$ cat src/rtl/boot_loader.sv
// rtl/boot_loader.sv - serial byte-stream loader that writes instruction words into imem
module boot_loader #(
  parameter int MAX_WORDS  = 65536,
  parameter int FIFO_DEPTH = 4
) (
  input  logic        clk,
  input  logic        rst,
  input  logic        rx_valid,
  input  logic [7:0]  rx_data,
  input  logic        stall,
  output logic [31:0] ld_op32,
  output logic [29:0] ld_addr,
  output logic        ld_mwe,
  output logic        boot_busy,
  output logic        done,
  output logic        err
);

  localparam int AW = $clog2(FIFO_DEPTH);

  typedef enum logic [2:0] {S_LEN, S_DATA, S_WRITE, S_CSUM, S_DONE} state_t;

  state_t      state_q, state_d;
  logic [1:0]  cnt_q, cnt_d;
  logic [31:0] len_q, len_d;
  logic [31:0] word_q, word_d;
  logic [7:0]  sum_q, sum_d;
  logic [31:0] k_q, k_d;
  logic [31:0] ld_op32_q, ld_op32_d;
  logic [29:0] ld_addr_q, ld_addr_d;
  logic        ld_mwe_q, ld_mwe_d;
  logic        boot_busy_q, boot_busy_d;
  logic        done_q, done_d;
  logic        err_q, err_d;
  logic [AW:0] wr_ptr_q, wr_ptr_d;
  logic [AW:0] rd_ptr_q, rd_ptr_d;

  logic [7:0]  fifo_mem [FIFO_DEPTH];
  logic        fifo_empty, fifo_full, pop, push;
  logic [7:0]  pop_byte;
  logic [31:0] len_next, word_next;

  always_comb begin
    fifo_empty = (wr_ptr_q == rd_ptr_q);
    fifo_full  = (wr_ptr_q[AW] != rd_ptr_q[AW]) && (wr_ptr_q[AW-1:0] == rd_ptr_q[AW-1:0]);
    pop        = !fifo_empty && (state_q == S_LEN || state_q == S_DATA || state_q == S_CSUM);
    // A pop in the same cycle frees the slot, so a full FIFO still accepts the byte.
    push       = rx_valid && (state_q != S_DONE) && (!fifo_full || pop);
    pop_byte   = fifo_mem[rd_ptr_q[AW-1:0]];
    len_next   = {pop_byte, len_q[31:8]};
    word_next  = {pop_byte, word_q[31:8]};

    state_d     = state_q;
    cnt_d       = cnt_q;
    len_d       = len_q;
    word_d      = word_q;
    sum_d       = sum_q;
    k_d         = k_q;
    ld_op32_d   = ld_op32_q;
    ld_addr_d   = ld_addr_q;
    ld_mwe_d    = ld_mwe_q;
    boot_busy_d = boot_busy_q;
    done_d      = done_q;
    err_d       = err_q;
    wr_ptr_d    = wr_ptr_q + {{AW{1'b0}}, push};
    rd_ptr_d    = rd_ptr_q + {{AW{1'b0}}, pop};

    if (rx_valid && state_q != S_DONE && fifo_full && !pop) err_d = 1'b1;

    case (state_q)
      S_LEN: if (pop) begin
        len_d = len_next;
        cnt_d = cnt_q + 2'd1;
        if (cnt_q == 2'd3) begin
          if (len_next == 32'd0) begin
            state_d = S_CSUM;
          end else if (len_next > 32'(MAX_WORDS)) begin
            err_d       = 1'b1;
            done_d      = 1'b1;
            boot_busy_d = 1'b0;
            state_d     = S_DONE;
          end else begin
            state_d = S_DATA;
          end
        end
      end
      S_DATA: if (pop) begin
        word_d = word_next;
        sum_d  = sum_q + pop_byte;
        cnt_d  = cnt_q + 2'd1;
        if (cnt_q == 2'd3) begin
          ld_mwe_d  = 1'b1;
          ld_op32_d = word_next;
          ld_addr_d = {5'b11110, 9'b0, k_q[15:0]};
          state_d   = S_WRITE;
        end
      end
      S_WRITE: if (!stall) begin
        ld_mwe_d = 1'b0;
        k_d      = k_q + 32'd1;
        state_d  = (k_q + 32'd1 == len_q) ? S_CSUM : S_DATA;
      end
      S_CSUM: if (pop) begin
        if (pop_byte != sum_q) err_d = 1'b1;
        done_d      = 1'b1;
        boot_busy_d = 1'b0;
        state_d     = S_DONE;
      end
      default: ;
    endcase
  end

  always_ff @(posedge clk) begin
    if (push) fifo_mem[wr_ptr_q[AW-1:0]] <= rx_data;
  end

  always_ff @(posedge clk) begin
    if (rst) begin
      state_q     <= S_LEN;
      cnt_q       <= 2'd0;
      len_q       <= 32'd0;
      word_q      <= 32'd0;
      sum_q       <= 8'd0;
      k_q         <= 32'd0;
      ld_op32_q   <= 32'd0;
      ld_addr_q   <= 30'd0;
      ld_mwe_q    <= 1'b0;
      boot_busy_q <= 1'b1;
      done_q      <= 1'b0;
      err_q       <= 1'b0;
      wr_ptr_q    <= '0;
      rd_ptr_q    <= '0;
    end else begin
      state_q     <= state_d;
      cnt_q       <= cnt_d;
      len_q       <= len_d;
      word_q      <= word_d;
      sum_q       <= sum_d;
      k_q         <= k_d;
      ld_op32_q   <= ld_op32_d;
      ld_addr_q   <= ld_addr_d;
      ld_mwe_q    <= ld_mwe_d;
      boot_busy_q <= boot_busy_d;
      done_q      <= done_d;
      err_q       <= err_d;
      wr_ptr_q    <= wr_ptr_d;
      rd_ptr_q    <= rd_ptr_d;
    end
  end

  assign ld_op32   = ld_op32_q;
  assign ld_addr   = ld_addr_q;
  assign ld_mwe    = ld_mwe_q;
  assign boot_busy = boot_busy_q;
  assign done      = done_q;
  assign err       = err_q;

endmodule
$ cat config.mk
export PLATFORM = sky130hd
export DESIGN_NAME = boot_loader
export DESIGN_NICKNAME = d
export VERILOG_FILES = /design/src/rtl/boot_loader.sv
export SDC_FILE = /design/constraint.sdc
export NUM_CORES = 1
export LEC_CHECK = 0
export CORE_MARGIN = 1.5
export CORE_UTILIZATION = 23
export CTS_CLUSTER_SIZE = 28
export DETAILED_ROUTE_END_ITERATION = 12
export GPL_ROUTABILITY_DRIVEN = 0
export PLACE_DENSITY = 0.47
export SYNTH_ARGS = -nofsm -noshare
export SYNTH_HDL_FRONTEND = slang
export SYNTH_SLANG_ARGS = --single-unit
$ cat constraint.sdc
create_clock -name clk -period 6.9 [get_ports clk]
set_input_delay 1.38 -clock clk [delete_from_list [all_inputs] [get_ports clk]]
set_output_delay 1.38 -clock clk [all_outputs]
set_load 0.03 [all_outputs]
# Word-level counts from Yosys, hierarchy flattened
# Memories as Yosys holds them, arrays and structs flattened. A register that Yosys moved wholly into a read port is not among the register bits.
# Index checks and enable logic that the tools add are counted.
[totals]
input_bits = 12
output_inout_bits = 66
n_memories = 1
ram_bits = 32
ff_bits = 168
word_cells = 103
[op_classes]
magnitude_cmp = 1
n_reduce_logical = 26
add_sub_neg = 5
eq_ne = 18
n_mux = 37
n_bitwise = 1
[memory_table]
columns = ["memory", "depth", "width", "rd", "rd_ports_with_merged_regs", "wr", "line", "source"]
rows = [
  ["fifo_mem", 4, 8, 1, 1, 1, "38", "logic [7:0] fifo_mem [FIFO_DEPTH];"],
]
[op_table]
columns = ["operator", "n"]
rows = [
  ["$add 32x1->32 const B", 1],
  ["$eq 32x32->1", 1],
  ["$gt 32x17->1 const B", 1],
  ["$logic_not 32->1", 1],
  ["$mux 3", 8],
  ["$mux 1", 22],
  ["$pmux 3 s4", 1],
  ["$ne 2x2->1 const B", 5],
  ["$add 8x8->8", 1],
  ["$ne 8x8->1", 1],
  ["$pmux 1 s2", 4],
  ["$reduce_and 2->1", 4],
  ["$reduce_and 7->1", 1],
  ["$add 3x1->3", 2],
  ["$eq 3x2->1 const B", 2],
  ["$logic_and 1x1->1", 6],
  ["$ne 2x1->1 const B", 3],
  ["$reduce_and 6->1", 1],
  ["$mux 2", 2],
  ["$reduce_and 4->1", 1],
  ["$reduce_bool 2->1", 2],
  ["$reduce_bool 4->1", 1],
  ["$eq 3x1->1 const B", 1],
  ["$eq 3x3->1", 1],
  ["other kinds (11)", 15],
]

# Longest topological paths before layout
[depth]
word_depth = 12
depth_mapped = 12
mapped_depth_nobuf = 11

# Least setup slack after synthesis
# No wires, ideal clock.
[synth_timing]
kind = "input-to-reg"
from = "in rst"
to = "reg state_q[1]"
arrival_ps = 2961
setup_ps = 87
required_time_ps = 6813
cell_stages = 7
setup_slack_ps = 3852
n_path_buf = 1
path_cell_list = "clkbuf_1 -> nor4_1 -> o2111ai_1 -> or4_4 -> a2111oi_4 -> o2111ai_1 -> o31ai_1"
[synth_rtl]
columns = ["element", "line", "source"]
rows = [
  ["start, declared", "7", "input logic rst,"],
  ["end signal, assigned", "134", "state_q <= state_d;"],
  ["end, declared", "23", "state_t state_q, state_d;"],
]

# Worst setup path after layout
[layout_timing]
from = "reg rd_ptr_q[0]"
to = "reg sum_q[7]"
[layout_between]
elab_chain_cells = 4
[layout_lines]
columns = ["element", "line", "source"]
rows = [
  ["start, declared", "36", "logic [AW:0] rd_ptr_q, rd_ptr_d;"],
  ["start signal, assigned", "147", "rd_ptr_q <= rd_ptr_d;"],
  ["$eq 3x3->1", "44", "fifo_empty = (wr_ptr_q == rd_ptr_q);"],
  ["$logic_not 1->1", "46", "pop = !fifo_empty && (state_q == S_LEN || state_q == S_DATA || state_q == S_CSUM);"],
  ["$logic_and 1x1->1", "46", ""],
  ["$reduce_and 2->1 (no source line)", "--", ""],
  ["end signal, assigned", "138", "sum_q <= sum_d;"],
  ["end, declared", "27", "logic [7:0] sum_q, sum_d;"],
]
# No other way between the ends.
# A chain may end at the register's enable or synchronous reset.

==> qor.yml <==
synth:
  synth_largest_area_cell: "dfxtp_1"
  netlist_area_sq_mm: 0.00888
  seq_area_frac_synth: 0.469
  ys.warnings.count: 0
  async_flop_share: 0
  synth_area_leaders: "dfxtp_1 36%, edfxtp_1 11%, nand2_1 10%, a21oi_1 7.0%, xnor2_1 4.3%"
  ys.flop_type: "dfxtp_1"
  synth_edf_count: 32
  synth.distinct_cells: 65
  syn_inst: 1020
  synth_top_cell_area_share: 0.361
  syn_area_per_cell_sq_um: 8.71
  ys_ff_latch: 192
setup_path:
  crit_required_ps: 7240
  reg2reg_slack_ps: 3390
  rr_endpoint: "sum_q[7]$_SDFFE_PP0P_"
  crit_path_top_delay_cell: "dfxtp_1"
  setup.worst_path.start_class: "flip-flop"
  arrival_ps: 3850
  reg2reg_from: "rd_ptr_q[0]$_SDFF_PP0_"
  end_kind: "flip-flop"
  crit_type: "reg -> reg"
  cpPeakStageDelay_ps: 750
  crit_fanout: 10
  path_cells: "mux4_2, ha_1, a21o_1, a21oi_1, o21ai_0, a2111oi_0, nor3_1, mux2i_1, mux2_2"
  worstRegToRegCells: 9
outcome:
  status: "completed"
worst_hold_path:
  holdPathEnd: "ld_addr[7]$_SDFFE_PP0P_"
  worstHoldStart: "ld_addr[7]$_SDFFE_PP0P_"
  holdCritPathClass: "reg -> reg"
  holdPathStages: 2
timing:
  fin_crit_sh: 0.509
  maxSlewHeadroom: 0.283
  grt_setup_unrepaired: "no"
  finalClockSkew_ps: 16.9
  setup_viol_count_final: 0
  fmax_mhz: 285
  slew_viol_final: 0
  timing.final.hold_violations: 0
  layout_min_cycle_time_ps: 3510
  tightest_slew_ps: 1070
  finalSetupTns_ps: 0
cts:
  path_clk_slew_ps: 90
  cts-root-buf: "clkbuf_16"
  ctsHoldBuffers: 0
  clk_path_buf_depth: 2
  cts-resized-gates: 0
  postCtsSetupRepairBufs: 0
  cts_tree: "yes"
  clkSinkCount: 192
  h-tree-depth: 4
  cts_buffers: 17
  clkLatencyLatePin_ps: 450
global_route:
  grt_pass1_wl_mm: 37.1
  grt_overflow: 0
  grt_pass1_vias: 6659
  antenna_found_initial: 0
  grt_max_degree: 99
  track_usage: 0.119
run:
  maxCapViolCount: 0
placement:
  io_buffers: 67
  dp_hpwl_mm: 15.7
detailed_routing:
  routed_wl_mm: 23.1
  wl_per_cell_um: 14.8
  drc: 0
  routed-via-count: 6967
  first_iter_violations: 506
  ant_nets: 0
  drt_pre_antenna_iters: 5
  vias_per_cell: 4.47
floorplanning:
  rows: 71
  chipWidth_um: 199
  coreArea_sq_mm: 0.0378
  dieArea_sq_mm: 0.0398
  initial_core_util: 0.235
  io_pins: 78
  die_y_um: 199
final_layout:
  drive_above_1_share: 0.0705
  syn2layout_area_growth_pct: 18.2
  antenna_cells: 0
  final_util: 0.277
  nets: 1062
pwr:
  p_leak_nw: 3.36
  powerDensity_mw_per_mm2: 281
  ir_worst_vdd_mv: 0.193
-- cells in the final DEF, fill, tap and decap left out, drive strengths merged, types with 7 or more instances in the layout --
cell type,count
a21oi,124
and3,13
buf,8
clkbuf,17
clkdlybuf4s50,66
conb,10
dfxtp,160
edfxtp,32
ha,13
inv,21
mux2i,8
mux4,8
nand2,242
nand2b,7
nand3,18
nand4,13
nor2,59
nor2b,7
nor3,26
nor4,18
o21ai,17
or3,11
xnor2,44
xor2,28
-- cell families after synthesis --
| logic type | Yosys count | share of synthesized area |
|---|---|---|
| compound gates | 185 | 0.125 |
| flops | 192 | 0.469 |
| buf+inv | 99 | 0.0516 |
| fa+ha+maj | 14 | 0.0206 |
| xor+xnor | 72 | 0.0710 |
| mux | 19 | 0.0331 |
| other cells | 1 | 0.000422 |
| simple gates | 438 | 0.229 |
-- worst max-delay path, delay by kind of cell, from the launching register on --
family / cells / cell delay, ps
AO/OA/AOI/OAI: 4 / 980
adder cells (fa/ha/maj): 1 / 330
flip-flops: 1 / 750
multiplexers: 3 / 1210
AND/OR/NAND/NOR: 1 / 130
-- state kept, by name (all words and copies together) (netlist names), 2 cells and up --
signal	count
ld_addr	17
fifo_mem	32
k_q	32
len_q	32
rd_ptr_q	3
cnt_q	2
state_q	3
sum_q	8
wr_ptr_q	3
word_q	24
ld_op32	32
-- worst max path at each step --
stage | endpoint | slack [ps] | from | cells after the start
after floorplan | state_q[1]$_SDFFE_PP0P_ | 3850 | rst | 7
after global placement | k_q[31]$_SDFFE_PP0P_ | 3320 | stall | 6
after detailed placement | state_q[1]$_SDFFE_PP0P_ | 3290 | rst | 7
after global routing | sum_q[7]$_SDFFE_PP0P_ | 3020 | rd_ptr_q[0]$_SDFF_PP0_ | 9
final | sum_q[7]$_SDFFE_PP0P_ | 3390 | rd_ptr_q[0]$_SDFF_PP0_ | 9
after CTS | sum_q[7]$_SDFFE_PP0P_ | 3360 | rd_ptr_q[0]$_SDFF_PP0_ | 9
-- Yosys cell counts, types with 11 or more instances --
| master | count |
|---|---|
| o21ai_0 | 16 |
| inv_1 | 13 |
| nand2_1 | 242 |
| and3_1 | 13 |
| a21oi_1 | 124 |
| nor4_1 | 16 |
| nand3_1 | 16 |
| edfxtp_1 | 32 |
| buf_4 | 16 |
| or3_1 | 11 |
| nor2_1 | 59 |
| buf_2 | 15 |
| clkbuf_1 | 53 |
| xor2_1 | 28 |
| xnor2_1 | 44 |
| dfxtp_1 | 160 |
| nor3_1 | 23 |
| ha_1 | 13 |
| nand4_1 | 11 |
-- power breakdown --
group	total [W]	internal [W]	switching, W
clock network	0.00103	0.000526	0.000500
logic	0.000608	0.000229	0.000379
registers	0.00132	0.00121	0.000108
-- stage by stage --
| step | instances | instance area (sq um) | hold slack [ps] | power [W] | setup slack (ps) |
|---|---|---|---|---|---|
| floorplan | 1029 | 8910 | 432 | 0.00177 | 3850 |
| global placement | 1528 | 9880 | 444 | 0.00195 | 3320 |
| detailed placement | 1528 | 9880 | 448 | 0.00196 | 3290 |
| CTS | 1560 | 10500 | 460 | 0.00299 | 3360 |
| global route | 1560 | 10500 | 474 | 0.00311 | 3020 |
| finish | 1560 | 10500 | 456 | 0.00295 | 3390 |
-- layer usage --
layer | wire, um | global-route usage
met1 | 11800 | 0.173
met2 | 9980 | 0.177
met3 | 939 | 0.0240
met4 | 334 | 0.0329
met5 | 0 | 0
-- layout make-up --
class / count / area, sq um
fill: 4140 / 27300
tap: 511 / 639
inverter: 13 / 48.8
sequential: 192 / 4160
multi-input combinational: 738 / 4310
clock buffer: 17 / 425
timing repair buffer: 74 / 721
clock inverter: 15 / 193
No activity file was read; power rests on OpenSTA's default activity.
